**src/rtl/sym_feeder.sv**
```systemverilog
// Byte FIFO feeding a 2-bit symbol stream: unpacks bytes MSB pair first and inserts
// sync symbols (3) at byte boundaries on request.
module sym_feeder #(
    parameter int unsigned DEPTH    = 4,
    parameter logic [1:0]  IDLE_SYM = 2'd0
) (
    input  logic       i_clk,
    input  logic       i_rst_n,
    input  logic       i_wr_en,
    input  logic [7:0] i_wr_data,
    output logic       o_full,
    output logic       o_empty,
    output logic       o_overflow,
    input  logic       i_sync_req,
    output logic [1:0] o_sym_out,
    output logic       o_sym_valid
);

    localparam int unsigned AW = $clog2(DEPTH);

    typedef enum logic [1:0] {
        StIdle,
        StShift,
        StSync
    } state_e;

    logic [7:0]    r_mem [DEPTH];
    logic [AW-1:0] r_wr_ptr;
    logic [AW-1:0] r_rd_ptr;
    logic [AW:0]   r_count;
    logic          r_overflow;
    logic          r_pend;
    state_e        r_state;
    logic [1:0]    r_idx;
    logic [7:0]    r_shreg;
    logic [1:0]    r_sym_out;
    logic          r_sym_valid;

    logic          w_full;
    logic          w_empty;
    logic          w_push;
    logic          w_pop;
    logic          w_pend_next;
    logic [7:0]    w_head;

    assign w_full  = (r_count == (AW + 1)'(DEPTH));
    assign w_empty = (r_count == '0);
    assign w_push  = i_wr_en && !w_full;
    assign w_head  = r_mem[r_rd_ptr];

    // In SYNC the pending flag is consumed; only a request in that very cycle re-arms it.
    assign w_pend_next = (r_state == StSync) ? i_sync_req : (r_pend || i_sync_req);

    always_comb begin
        w_pop = 1'b0;
        case (r_state)
            StIdle:  w_pop = !r_pend && !w_empty;
            StShift: w_pop = (r_idx == 2'd3) && !r_pend && !w_empty;
            StSync:  w_pop = !i_sync_req && !w_empty;
            default: w_pop = 1'b0;
        endcase
    end

    always_ff @(posedge i_clk) begin
        if (w_push) begin
            r_mem[r_wr_ptr] <= i_wr_data;
        end
    end

    always_ff @(posedge i_clk or negedge i_rst_n) begin
        if (!i_rst_n) begin
            r_wr_ptr   <= '0;
            r_rd_ptr   <= '0;
            r_count    <= '0;
            r_overflow <= 1'b0;
        end else begin
            if (w_push) begin
                r_wr_ptr <= r_wr_ptr + 1'b1;
            end
            if (w_pop) begin
                r_rd_ptr <= r_rd_ptr + 1'b1;
            end
            case ({w_push, w_pop})
                2'b10:   r_count <= r_count + 1'b1;
                2'b01:   r_count <= r_count - 1'b1;
                default: r_count <= r_count;
            endcase
            if (i_wr_en && w_full) begin
                r_overflow <= 1'b1;
            end
        end
    end

    // Outputs are computed for the state being entered, so they are registered alongside it.
    always_ff @(posedge i_clk or negedge i_rst_n) begin
        if (!i_rst_n) begin
            r_state     <= StIdle;
            r_idx       <= 2'd0;
            r_shreg     <= 8'd0;
            r_pend      <= 1'b0;
            r_sym_out   <= IDLE_SYM;
            r_sym_valid <= 1'b0;
        end else begin
            r_pend <= w_pend_next;
            if (w_pop) begin
                r_state     <= StShift;
                r_idx       <= 2'd0;
                r_shreg     <= w_head;
                r_sym_out   <= w_head[7:6];
                r_sym_valid <= 1'b1;
            end else begin
                case (r_state)
                    StIdle: begin
                        if (r_pend) begin
                            r_state     <= StSync;
                            r_sym_out   <= 2'd3;
                            r_sym_valid <= 1'b1;
                        end else begin
                            r_sym_out   <= IDLE_SYM;
                            r_sym_valid <= 1'b0;
                        end
                    end
                    StShift: begin
                        if (r_idx != 2'd3) begin
                            r_idx       <= r_idx + 1'b1;
                            r_shreg     <= {r_shreg[5:0], 2'b00};
                            r_sym_out   <= r_shreg[5:4];
                            r_sym_valid <= 1'b1;
                        end else if (r_pend) begin
                            r_state     <= StSync;
                            r_sym_out   <= 2'd3;
                            r_sym_valid <= 1'b1;
                        end else begin
                            r_state     <= StIdle;
                            r_sym_out   <= IDLE_SYM;
                            r_sym_valid <= 1'b0;
                        end
                    end
                    StSync: begin
                        if (i_sync_req) begin
                            r_state     <= StSync;
                            r_sym_out   <= 2'd3;
                            r_sym_valid <= 1'b1;
                        end else begin
                            r_state     <= StIdle;
                            r_sym_out   <= IDLE_SYM;
                            r_sym_valid <= 1'b0;
                        end
                    end
                    default: begin
                        r_state     <= StIdle;
                        r_sym_out   <= IDLE_SYM;
                        r_sym_valid <= 1'b0;
                    end
                endcase
            end
        end
    end

    assign o_full      = w_full;
    assign o_empty     = w_empty;
    assign o_overflow  = r_overflow;
    assign o_sym_out   = r_sym_out;
    assign o_sym_valid = r_sym_valid;

endmodule

```
**config.mk**
```make
export PLATFORM = sky130hd
export DESIGN_NAME = sym_feeder
export DESIGN_NICKNAME = d
export VERILOG_FILES = /design/src/rtl/sym_feeder.sv
export SDC_FILE = /design/constraint.sdc
export NUM_CORES = 1
export LEC_CHECK = 0
export CORE_ASPECT_RATIO = 1.5
export CORE_UTILIZATION = 40
export DETAILED_ROUTE_END_ITERATION = 16
export PLACE_DENSITY = 0.66
export REMOVE_ABC_BUFFERS = 1
export SLEW_MARGIN = 20
export SYNTH_ARGS = -nofsm -noshare
export SYNTH_HDL_FRONTEND = slang
export SYNTH_SLANG_ARGS = --single-unit
```
**constraint.sdc**
```tcl
create_clock -name i_clk -period 2.7 [get_ports i_clk]
set_clock_uncertainty 0.05 [all_clocks]
set_input_delay 0.405 -clock i_clk [delete_from_list [all_inputs] [get_ports i_clk]]
set_output_delay 0.405 -clock i_clk [all_outputs]
set_load 0.01 [all_outputs]
```
After elaboration in Yosys (flattened, before gate mapping). Memories as Yosys holds them, arrays and structs flattened. Cells that the tools add are included.

Add/sub/neg operators: 5. Equal/unequal tests: 9. Muxes and demuxes: 27. Reduce and logical (&&, ||, !) cells: 18.

Operators with widths (number): two-way mux 2 bit (12); two-way mux 6 bit (3); case mux 2 bit (3 select lines) (2); two-way mux 1 bit (7); adder 2 x 1 -> 2 bit, second input constant (3); equality test 2 bit, second input constant (3); logical AND 1 bit (6); inequality test 3 bit, second input constant (2); case mux 1 bit (3 select lines) (2); case mux 3 bit (2 select lines) (1); nonzero test 2 bit (3); equality test 2 x 1 -> 1 bit, second input constant (2); logical NOT 1 bit (4); AND reduction 2 bit (2); adder 3 x 1 -> 3 bit, second input constant (1); equality test 3 bit, second input constant (1); logical NOT 3 bit (1); subtractor 3 x 1 -> 3 bit, second input constant (1); logical NOT 2 bit (1); inequality test 2 bit, second input constant (1); logical OR 1 bit (1).

Register bits after elaboration: 22. RAM bits: 32. Bits of input ports: 12. Output and inout bits: 6. Word-level logic and storage cells: 70. Memories kept: 1.

Memories: r_mem (depth 4, width 8, read ports 1, clocked after Yosys merged registers in 0, write ports 1, line 27) `logic [7:0] r_mem [DEPTH];`.

Logic depth before layout (Yosys ltp). Gate-level depths: netlist of run 1.

Depth after elaboration: 6. Mapped depth: 13. Depth with buffers taken out: 12.

Worst setup path after synthesis of run 1. OpenSTA, ideal clock, no wires.

Path kind: register -> register. Start: register r_state[0]. End: register r_count[2]. Library setup time: 79 ps. Data arrival time: 2445 ps. Data required time: 2571 ps. Setup slack: 126 ps. Stages on the path, launching flop included: 14. Path buffers: 1. Clock period less this slack: 2574 ps. Cells stage by stage: dfrtp_1 -> inv_1 -> ha_1 -> nor2b_4 -> nor3_4 -> nand2_4 -> inv_1 -> buf_6 -> ha_1 -> inv_1 -> fa_1 -> xor2_1 -> nor2_1 -> xor2_1.

Longest elaborated chain between the ends: 4. Elaborated cells on any way between the ends: 8. Classes of those cells: eq/ne: 4; mux: 2; reduce/logical: 2.

Ends and longest elaborated chain: start: declaration (line 33) `state_e r_state;`; start signal: assignment (line 97) `r_state <= StIdle;`; start signal: assignment (line 106) `r_state <= StShift;`; start signal: assignment (line 115) `r_state <= StSync;`; equality test 2 bit, or another cell as far along (line 56) `case (r_state)`; case mux 1 bit (3 select lines) (*) (line 56); named net w_pop (line 42) `logic w_pop;`; equality test 2 x 1 -> 1 bit / equality test 2 bit (equally long branches) (line 83) `case ({w_push, w_pop})`; case mux 3 bit (2 select lines) / nonzero test 2 bit (equally long branches); end signal: assignment (line 84) `2'b10: r_count <= r_count + 1'b1;`; end signal: assignment (line 85) `2'b01: r_count <= r_count - 1'b1;`; end signal: assignment (line 86) `default: r_count <= r_count;`; end: declaration (line 30) `logic [AW:0] r_count;`.

The timed path passes the listed nets; every way through them passes the cells marked *. A chain may end at the register's enable or synchronous reset.

Worst setup path in the final report of run 1.
Start: register r_state[0]. End: register r_count[2].

Longest elaborated chain between the ends: 4. Elaborated cells on any way between the ends: 8. Classes of those cells: eq/ne: 4; mux: 2; reduce/logical: 2.

Ends and longest elaborated chain (line): equality test 2 bit, or another cell as far along (56); case mux 1 bit (3 select lines) (*) (56); equality test 2 x 1 -> 1 bit / equality test 2 bit (equally long branches) (83); case mux 3 bit (2 select lines) / nonzero test 2 bit (equally long branches).

Mark *: on every way between the ends. The rest lies on a longest branch, timed or not.

==> metrics.cfg, run 1 <==
[setup_path]
cp.arrival_ns = 2.68
worstPathMaxFanout = 5
crit_required_ns = 2.89
crit_path_end_kind = flop
critPathLaunchType = flop
crit_type = reg2reg

[flow_run]
maxCapViolCount = 0

[detailed_routing]
antenna_left = 0
routed-via-count = 1266
dr.pass1.iters = 4
vias_per_cell = 5.08
avgRoutedWirePerCell_um = 15.3
drtIter0Drc = 28
drt_wl_total_um = 3810
post-route-drc-count = 0

[logic_synthesis]
synth_top_cell_by_area = edfxtp_1
yosysMostFrequentCell = edfxtp_1
synthCells = 152
yosys.cell_types.count = 35
synth-edff-count = 32
ys_ff_latch = 54
syn_area_um2 = 2420
ys_seq_area_share_pct = 62.3
yosysTopAreaCellShare_pct = 39.6
ys.flop_type = edfxtp_1
synthArstFlopShare_pct = 40.7
ys.warnings.count = 0
yosys-top-cells-area = edfxtp_1 (40%), dfrtp_1 (23%), mux4_2 (7.4%)
synth_common_cells = edfxtp_1 (32), dfrtp_1 (22), ha_1 (11), inv_1 (11), mux4_2 (8)
postSynthAreaPerCell_um2 = 16.0

[global_routing]
grtUsageTotal_pct = 13.4
grt_start_max_net_pins = 23
grt_pass1_wl_um = 6380
gr-total-overflow = 0
antenna_found_initial = 0
first_global_vias = 1334

[clock_network]
ctsResizeCount = 0
cts.sinks = 54
ctsHoldBuffers = 0
cts_setup_buffers = 0
root_buffer = clkbuf_8
numCtsBuffers = 5
cts-htree-levels = 2
cts_max_path_buffers = 2
cts_tree = yes
clk_pin_slew_ns = 0.10
clk_latency_ns = 0.31

[power_and_ir_drop]
power.switching_mw = 1.25
switching_share_pct = 36.9
combPwrFrac_pct = 46.3
intPower_mw = 2.15
max-vdd-ir-drop_uv = 445
power_density_nw_per_um2 = 1220
seq_power_share_pct = 39.8
p_leak_nw = 1.10
clkPwrFrac_pct = 13.9

[cells_and_area]
final_nets = 200
layout-drive-gt1-share_pct = 22.6
layout.area.seq_um2 = 1510
nFillCells = 491
area_growth_pct = 14.9
multi_input_area_um2 = 845
n_antenna_cell = 0

[sta]
finalCriticalPeriod_ns = 2.48
finalSetupViolations = 0
worstMarginPinSlew_ns = 0.575
fin_crit_sh_pct = 91.9
final-hold-violation-count = 0
layout_setup_ws_ns = 0.218
max_freq_mhz = 403
drv_slew = 0
holdWs_ns = 0.383
slew_headroom_pct = 61.6
rsz0062_at_grt = no

[placed_design]
preCtsSetupSlack_ns = 0.113
routabilityCongestion = 0.771
port_buffers = 17
dpl.hpwl_um = 2800

[floorplanning]
rows = 34
io_pins = 18
die_w_um = 65.6
die_h_um = 97.4
start_util_pct = 41.6
die_area_um2 = 6380
core_region_area_um2 = 5830

[worst_hold_path]
hold_path.class = in2async

[outcome]
status = finished, final reports clean

-- cells in the final DEF (no fill, tap or decap), drive strengths merged, types with 5 or more instances in the layout --
master and n:
edfxtp 32, dfrtp 22, clkdlybuf4s50 17, inv 13, ha 11, o21ai 9
mux4 8, nand3 7, nand2 6, nor2 5, mux2i 5, clkbuf 5
mux2 5
-- area by class of cell --
| class | instances | area share, % |
|---|---|---|
| clock inverter | 3 | 1.03 |
| clock buffer | 5 | 2.47 |
| timing repair buffer | 21 | 7.19 |
| sequential | 54 | 54.3 |
| tap | 72 | 3.23 |
| multi-input combinational | 83 | 30.3 |
| inverter | 11 | 1.48 |
-- final timing paths --
check                                start         end  slack [ns]  cells after the start
worst max-delay path            r_state[0]  r_count[2]        0.22                     12
worst min-delay path               i_rst_n  r_count[0]        0.38                      2
worst max register to register  r_state[0]  r_count[2]        0.22                     12
worst min register to register  o_overflow  o_overflow        0.42                      1
max in group asynchronous          i_rst_n    r_idx[1]        1.99                      2
min in group i_clk              o_overflow  o_overflow        0.42                      1
-- logic make-up after synthesis --
logic type,Yosys count,share of synthesized area [%]
flip-flops,54,62.3
AND/OR/NAND/NOR,29,7.48
AO/OA/AOI/OAI,17,6.19
XOR/XNOR,7,2.53
adder cells (fa/ha/maj),12,6.50
multiplexers,18,12.1
buffers and inverters,15,2.84
-- power groups by stage --
stage / logic, mW / registers [mW] / clock network, mW
finish: 1.58 / 1.35 / 0.472
global route: 1.74 / 1.39 / 0.514
CTS: 1.60 / 1.36 / 0.490
detailed placement: 1.59 / 1.38 / 0
global placement: 1.53 / 1.36 / 0
floorplan: 1.15 / 1.34 / 0
-- registers in the layout, summed over array words and instances (netlist names) --
name and flops:
r_pend 1, r_wr_ptr 2, r_state 2, r_count 3, r_idx 2, o_overflow 1, o_sym_out 2, o_sym_valid 1
r_shreg 6, r_mem 32, r_rd_ptr 2
-- stage by stage --
stage	instance area, um^2	utilization, %	power, mW	setup TNS [ns]	std cells
final	2790	47.8	3.40	0	249
after global routing	2790	47.8	3.64	0	249
after global placement	2690	46.1	2.89	0	241
after CTS	2790	47.8	3.45	0	249
after detailed placement	2690	46.1	2.97	0	241
after floorplan	2400	-	2.49	-0.00506	148
-- routing by layer --
metal | track usage [%] | vias to the layer above | share of wire [%]
li1 | - | 604 | -
met1 | 16.9 | 633 | 42
met2 | 22.5 | 23 | 54
met3 | 2.58 | 6 | 3.0
met4 | 4.52 | 0 | 1.4
met5 | 0 | - | 0
-- worst max-delay path, cell delays in order, from the launching register on --
cell and delay (ns):
dfrtp_1 0.42, inv_1 0.09, ha_1 0.38, nor2b_4 0.06, nor3_4 0.18, nand2_4 0.11, inv_1 0.09, ha_1 0.18
inv_1 0.06, fa_1 0.38, xor2_1 0.15, nor2_1 0.12, xor2_1 0.15
Power figures use the tool's default switching activity.
==> inputs of run 2 (changes only) <==
Settings changed: CTS_CLUSTER_SIZE set to 8.
==> results of run 2 <==
The final DEF is identical to that of run 1; final timing and power are the same.
